--- src/rtl/seq_mult_pkg.sv ---
// Shared types and sizes for the sequential shift-and-add multiplier.
package seq_mult_pkg;

  localparam int unsigned WIDTH  = 32;
  localparam int unsigned PROD_W = 64;
  localparam int unsigned CNT_W  = 5;

  typedef enum logic [1:0] {
    IDLE = 2'd0,
    RUN  = 2'd1,
    DONE = 2'd2
  } state_t;

endpackage

--- src/rtl/seq_mult_32b_add_64b.sv ---
// Combinational accumulate adder used by seq_mult_32b.
module add_64b
  import seq_mult_pkg::*;
#(
  parameter int unsigned W = PROD_W
) (
  input  logic [W-1:0] x,
  input  logic [W-1:0] y,
  output logic [W-1:0] sum
);

  always_comb begin
    sum = x + y;
  end

endmodule

--- src/rtl/seq_mult_32b.sv ---
// Sequential unsigned shift-and-add multiplier, one multiplier bit per RUN cycle.
// Optional macro SEQ_MULT_EARLY_EXIT_EN ends RUN once the remaining multiplier bits are all zero.
module seq_mult_32b
  import seq_mult_pkg::*;
#(
  parameter int unsigned WIDTH = 32
) (
  input  logic                 clk,
  input  logic                 reset,
  input  logic                 start,
  input  logic [WIDTH-1:0]     a,
  input  logic [WIDTH-1:0]     b,
  output logic [2*WIDTH-1:0]   product,
  output logic                 busy,
  output logic                 done
);

  localparam int unsigned PW = 2 * WIDTH;
  localparam int unsigned CW = $clog2(WIDTH);
  localparam logic [CW-1:0] CNT_LAST = CW'(WIDTH - 1);

  state_t            state, state_next;
  logic [PW-1:0]     mcand;
  logic [PW-1:0]     acc;
  logic [PW-1:0]     addend;
  logic [PW-1:0]     sum;
  logic [WIDTH-1:0]  mplr;
  logic [WIDTH-1:0]  mplr_sh;
  logic [CW-1:0]     cnt;
  logic              run_last;

  always_comb begin
    addend  = mplr[0] ? mcand : '0;
    mplr_sh = mplr >> 1;
  end

  add_64b #(.W(PW)) u_add (
    .x   (acc),
    .y   (addend),
    .sum (sum)
  );

  always_comb begin
`ifdef SEQ_MULT_EARLY_EXIT_EN
    run_last = (cnt == CNT_LAST) || (mplr_sh == '0);
`else
    run_last = (cnt == CNT_LAST);
`endif
  end

  always_comb begin
    state_next = state;
    busy       = 1'b0;
    done       = 1'b0;
    case (state)
      IDLE: if (start) state_next = RUN;
      RUN: begin
        busy = 1'b1;
        if (run_last) state_next = DONE;
      end
      DONE: begin
        done       = 1'b1;
        state_next = IDLE;
      end
      default: state_next = IDLE;
    endcase
  end

  always_ff @(posedge clk) begin
    if (reset) begin
      state   <= IDLE;
      product <= '0;
      acc     <= '0;
      mcand   <= '0;
      mplr    <= '0;
      cnt     <= '0;
    end else begin
      state <= state_next;
      case (state)
        IDLE: begin
          if (start) begin
            mcand <= {{WIDTH{1'b0}}, a};
            mplr  <= b;
            acc   <= '0;
            cnt   <= '0;
          end
        end
        RUN: begin
          acc   <= sum;
          mcand <= mcand << 1;
          mplr  <= mplr_sh;
          cnt   <= cnt + 1'b1;
          // sum already includes this cycle's partial product
          if (run_last) product <= sum;
        end
        default: ;
      endcase
    end
  end

endmodule
--- config.mk ---
export PLATFORM = sky130hd
export DESIGN_NAME = seq_mult_32b
export DESIGN_NICKNAME = d
export VERILOG_FILES = /design/src/rtl/seq_mult_pkg.sv /design/src/rtl/seq_mult_32b_add_64b.sv /design/src/rtl/seq_mult_32b.sv
export SDC_FILE = /design/constraint.sdc
export NUM_CORES = 1
export LEC_CHECK = 0
export CAP_MARGIN = 20
export CORE_UTILIZATION = 40
export CTS_CLUSTER_DIAMETER = 50
export CTS_CLUSTER_SIZE = 25
export DETAILED_ROUTE_END_ITERATION = 8
export SYNTH_ARGS = -nofsm -noshare
export SYNTH_HDL_FRONTEND = slang
export SYNTH_SLANG_ARGS = --single-unit
--- constraint.sdc ---
create_clock -name clk -period 3.5 [get_ports clk]
set_clock_uncertainty 0.05 [all_clocks]
set_input_delay 0.7 -clock clk [delete_from_list [all_inputs] [get_ports clk]]
set_output_delay 0.7 -clock clk [all_outputs]
set_load 0.005 [all_outputs]
Word level (Yosys, flattened, before mapping)
Index checks and enable logic that the tools add are counted.
{"block": "op_classes", "reduce_logical": 5, "eq_ne": 5, "addsub": 2, "mux": 14}
{"op": "64-bit one-hot mux with 2 select lines", "count": 2}
{"op": "64-bit 2-to-1 mux", "count": 3}
{"op": "64-bit adder", "count": 1}
{"op": "32-bit one-hot mux with 2 select lines", "count": 1}
{"op": "32-bit 2-to-1 mux", "count": 1}
{"op": "5-bit one-hot mux with 2 select lines", "count": 1}
{"op": "2-bit AND reduction", "count": 3}
{"op": "5-bit by 1-bit adder with 5-bit output (second input constant)", "count": 1}
{"op": "5-bit equality test (second input constant)", "count": 1}
{"op": "5-bit 2-to-1 mux", "count": 1}
{"op": "2-bit 2-to-1 mux", "count": 2}
{"op": "2-bit inequality test (second input constant)", "count": 2}
{"op": "2-bit one-hot mux with 2 select lines", "count": 1}
{"op": "2-bit by 1-bit equality test with 1-bit output (second input constant)", "count": 1}
{"op": "2-bit equality test (second input constant)", "count": 1}
{"op": "2-bit zero test", "count": 1}
{"op": "1-bit 2-to-1 mux", "count": 2}
{"op": "2-bit nonzero test", "count": 1}
{"block": "totals", "regBits": 231, "out_inout_bits": 66, "input_bits": 67, "elab_cells": 32}

Logic depth before layout (Yosys ltp)
{"block": "depth", "word_depth": 3, "mapped_depth": 15, "depth_no_buf": 14}

Cells and area by module
From an unflattened synthesis, not the netlist that was laid out.
{"block": "unflattened", "hier_cells": 1595, "area_unflattened_um2": 12463.2}
{"module": "seq_mult_32b", "seq_area_each_um2": 4624.4, "cells_per_inst": 1023, "area_each_um2": 8707.1, "instances": 1}
{"module": "add_64b", "seq_area_each_um2": 0.0, "cells_per_inst": 572, "area_each_um2": 3756.1, "instances": 1}

Worst setup path after synthesis
No wires, ideal clock.
{"block": "synth_timing", "path_kind": "register to register", "from": "register mplr[0]", "to": "register acc[60]", "setup_time_ns": 0.117, "path_stages_with_launch": 16, "path_buffers": 1, "required_ns": 3.333, "period_less_slack_ns": 3.184, "arrival_ns": 3.018, "path_slack_ns": 0.316, "cell_sequence": "dfxtp_1 > clkbuf_1 > and2_1 > ha_1 > inv_1 > fa_1 > nand2b_1 > a21oi_1 > o211ai_1 > a211oi_2 > o21ai_1 > a31oi_2 > o21ai_2 > o21a_1 > xnor2_1 > a22o_1"}
{"block": "synth_via", "elab_chain_cells": 3}
{"item": "start: declaration", "line": "seq_mult_32b.sv:27", "text": "logic [WIDTH-1:0] mplr;"}
{"item": "start signal: assignment", "line": "seq_mult_32b.sv:91", "text": "mplr <= mplr_sh;"}
{"item": "64-bit 2-to-1 mux", "line": "seq_mult_32b.sv:33", "text": "addend = mplr[0] ? mcand : '0;"}
{"item": "64-bit adder", "line": "seq_mult_32b_add_64b.sv:13", "text": "sum = x + y;"}
{"item": "64-bit one-hot mux with 2 select lines", "line": "seq_mult_32b.sv:79", "text": "case (state)"}
{"item": "end signal: assignment", "line": "seq_mult_32b.sv:89", "text": "acc <= sum;"}
{"item": "end: declaration", "line": "seq_mult_32b.sv:24", "text": "logic [PW-1:0] acc;"}
Every way passes these cells.
A chain may end at the register's enable or synchronous reset.

Worst setup path after layout
{"block": "layout_timing", "from": "register mplr[0]", "to": "register acc[63]"}
The elaborated chain is that of the path after synthesis.

==> results.py <==
metrics = {
    "sta": {
        "worst_slack_ns": 0.1634,
        "rsz0062_at_grt": "yes",
        "final-hold-violation-count": 0,
        "period_needed_ns": 3.337,
        "fin_crit_sh_pct": 95.33,
        "finalSetupViolations": 0,
        "clock.fmax_ghz": 0.2997,
        "worst_pin_slew_ns": 1.044,
        "finalMaxSlewViolations": 0,
        "maxSlewHeadroom_pct": 30.38,
    },
    "setup_path": {
        "cp_max_fo": 15,
        "worstSetupPathType": "register to register",
        "worstRegToRegCells": 15,
        "startpoint_type": "register",
        "r2r_slack_ns": 0.16,
        "r2r-end": "acc[63]",
        "cp-end-kind": "register",
        "timing.rr.start": "mplr[0]",
        "critPathArrivalTime_ns": 3.73,
        "required_ns": 3.90,
    },
    "drt": {
        "dr_total_vias": 12550,
        "drt.antenna.violating_nets": 0,
        "drt-pass1-iter-count": 6,
        "routed_wirelength_mm": 38.40,
        "drtIter0Drc": 825,
        "drc_errors": 0,
        "vias_per_cell": 5.479,
        "wl_per_cell_um": 16.77,
    },
    "clock_network": {
        "cts.sinks": 231,
        "clockRootBuffer": "clkbuf_16",
        "cts_tree": "done",
        "cts_buffer_depth": 3,
        "post-cts-setup-buffers": 0,
        "clk_pin_slew_worst_paths_ns": 0.06,
        "htreeDepth": 1,
        "cts_made_buffers": 30,
        "clkLatencyLatePin_ns": 0.56,
    },
    "placement": {
        "post-place-ws_ns": 0.01547,
        "port_buffers": 132,
        "placedCellCount": 2234,
        "place.gp.congestion": 0.9481,
        "dpl_cell_area_um2": 15160,
        "dp_hpwl_mm": 27.67,
    },
    "logic_synthesis": {
        "synth_edf_count": 0,
        "ys_types": 74,
        "synth_ff_type": "dfxtp_1",
        "yosysWarnings": 0,
        "syn_area_um2": 12920,
        "synthCells": 1707,
        "ys_ff_latch": 231,
        "synth_top_cell_by_area": "dfxtp_1",
        "synth_top_area_share_pct": 35.78,
        "syn_avg_cell_area_um2": 7.572,
        "ys_async_sr_fraction_pct": 0,
        "syn-num-nets": 1840,
        "netlist_top_cells_area": "dfxtp_1, a21oi_1, nand2_1",
        "synth_seq_area_share_pct": 35.78,
    },
    "floorplan": {
        "dieWidth_um": 181.8,
        "io_pins": 133,
        "die_h_um": 181.8,
        "die_area_um2": 33030,
        "core_region_area_um2": 31640,
        "core.rowCount": 65,
        "start_util_pct": 40.85,
    },
    "grt": {
        "grt_pass1_wl_mm": 62.13,
        "grt_pass1_vias": 11860,
        "antenna_found_initial": 0,
        "grt_overflow": 0,
        "grt_max_degree": 126,
        "grtUsageTotal_pct": 22.92,
    },
    "hold_path": {
        "min_path_type": "register to register",
        "holdPathStages": 2,
        "worstHoldStart": "product[59]",
        "min_to": "product[59]",
    },
    "layout": {
        "drive_gt1_share_pct": 11.71,
        "final_area_um2": 16320,
        "area.growth.synth_to_final_pct": 26.30,
        "final_cells": 2290,
        "regArea_um2": 4626,
        "multi_input_area_um2": 7849,
        "nets": 1997,
        "fillers": 3079,
        "diodes": 0,
    },
    "outcome": {
        "status": "completed",
    },
    "flow_run": {
        "cap_viol_max_count": 0,
    },
    "pwr": {
        "power_density_nw_per_um2": 403.7,
        "p_total_uw": 6589,
        "p_leak_uw": 0.006554,
        "ir_drop_v": 0.0003894,
    },
}
-- kinds of logic after synthesis --
family	after synthesis	synth area share, %
DFF	231	35.78
muxes	7	0.5421
and+or+nand+nor	727	25.80
buffers and inverters	144	4.356
adders and majority gates	66	6.447
xor gates and xnor gates	58	3.930
AOI/OAI and AO/OA	474	23.15
-- cell usage in the layout (no fill, tap or decap), types with 16 or more instances in the layout --
cell type        count
xnor2_1             35
o21bai_1            16
o21ai_1             22
clkdlybuf4s50_1    131
a21oi_1            177
xor2_1              23
nor3_1              82
and2_1              70
a31oi_1             16
dfxtp_1            230
ha_1                63
nor2_1             193
a22o_1              16
o21ai_0             95
a21o_1              40
inv_1               22
clkbuf_16           31
nand4_1             18
buf_4              111
nand2_1            223
nand3_1             82
-- critical path, cell delays in order, from the launching register on --
cell and delay (ns):
dfxtp_2 0.34, buf_6 0.15, and2_1 0.18, ha_1 0.39, nand2_1 0.12, o211ai_1 0.25, a21oi_1 0.14, buf_4 0.16
o21ai_0 0.26, a31oi_1 0.20, o31ai_2 0.28, a21oi_2 0.11, nand2b_1 0.18, buf_4 0.14, a221oi_2 0.20, nand2_1 0.07
-- state kept, by name, indices dropped and copies added, names as in the netlist --
signal   cells
cnt          5
state        2
acc         64
mplr        32
mcand       64
product     64
-- layer usage --
layer  wire length, µm  vias up  global-route usage [%]
met3              1729       55                   3.109
met4               807        0                   5.424
met2             17220      288                   37.09
met1             18640     5905                   32.13
li1                  -     6298                       -
met5                 0        -                       0
-- area by class of cell --
cell class	count	share of cell area [%]
Sequential cell	231	28.34
Timing Repair Buffer	245	13.40
Inverter	24	0.5519
Multi-Input combinational cell	1332	48.08
Tap cell	402	3.081
Clock inverter	24	1.717
Clock buffer	32	4.836
-- synthesized netlist by cell type (3+ instances only) --
cell	n
a211oi_1	8
a21o_1	40
a21oi_1	180
a21oi_2	5
a221oi_1	3
a22o_1	16
a22oi_1	8
a31oi_1	16
a32oi_1	3
and2_1	71
and3_1	15
and4_1	3
buf_1	14
buf_2	9
clkbuf_1	95
dfxtp_1	231
ha_1	65
inv_1	24
mux2i_1	7
nand2_1	226
nand2b_1	7
nand3_1	82
nand4_1	18
nor2_1	194
nor2b_1	8
nor3_1	82
nor4_1	3
o2111ai_1	5
o211ai_1	11
o21a_1	7
o21ai_0	96
o21ai_1	22
o21ai_2	3
o21bai_1	16
o31ai_1	4
or3_1	6
xnor2_1	35
xor2_1	23
-- per-stage QoR --
| stage | setup TNS (ns) | hold WS [ns] | util, % |
|---|---|---|---|
| 3_3_place_gp | 0 | 0.3909 | 47.91 |
| 6_report | 0 | 0.4006 | 51.60 |
| 2_1_floorplan | 0 | 0.3797 | - |
| 5_1_grt | -0.1036 | 0.4198 | 51.60 |
| 3_5_place_dp | 0 | 0.3947 | 47.91 |
| 4_1_cts | 0 | 0.4035 | 51.30 |
-- where the power goes --
group          internal, µW  switching [µW]  leakage (µW)
combinational           213             354       0.00415
sequential             2710            55.7       0.00188
clock                  1920            1340      0.000530
total                  4840            1750       0.00655
-- worst max path at each step --
stage	start	endpoint	slack, ns	cells past startpoint
CTS	mplr[0]	product[54]	0.02	14
global route	mplr[0]	product[61]	-0.05	15
finish	mplr[0]	acc[63]	0.16	15
detailed placement	mplr[0]	product[54]	0.02	14
global placement	mplr[0]	product[54]	0.03	14
floorplan	mplr[0]	acc[60]	0.32	15
-- timing repair --
item,4_1_cts,5_1_grt
gates resized for setup,1,20
hold buffers,0,0
setup endpoints to repair,1,31
pin swaps,0,6
Power figures use the tool's default switching activity.
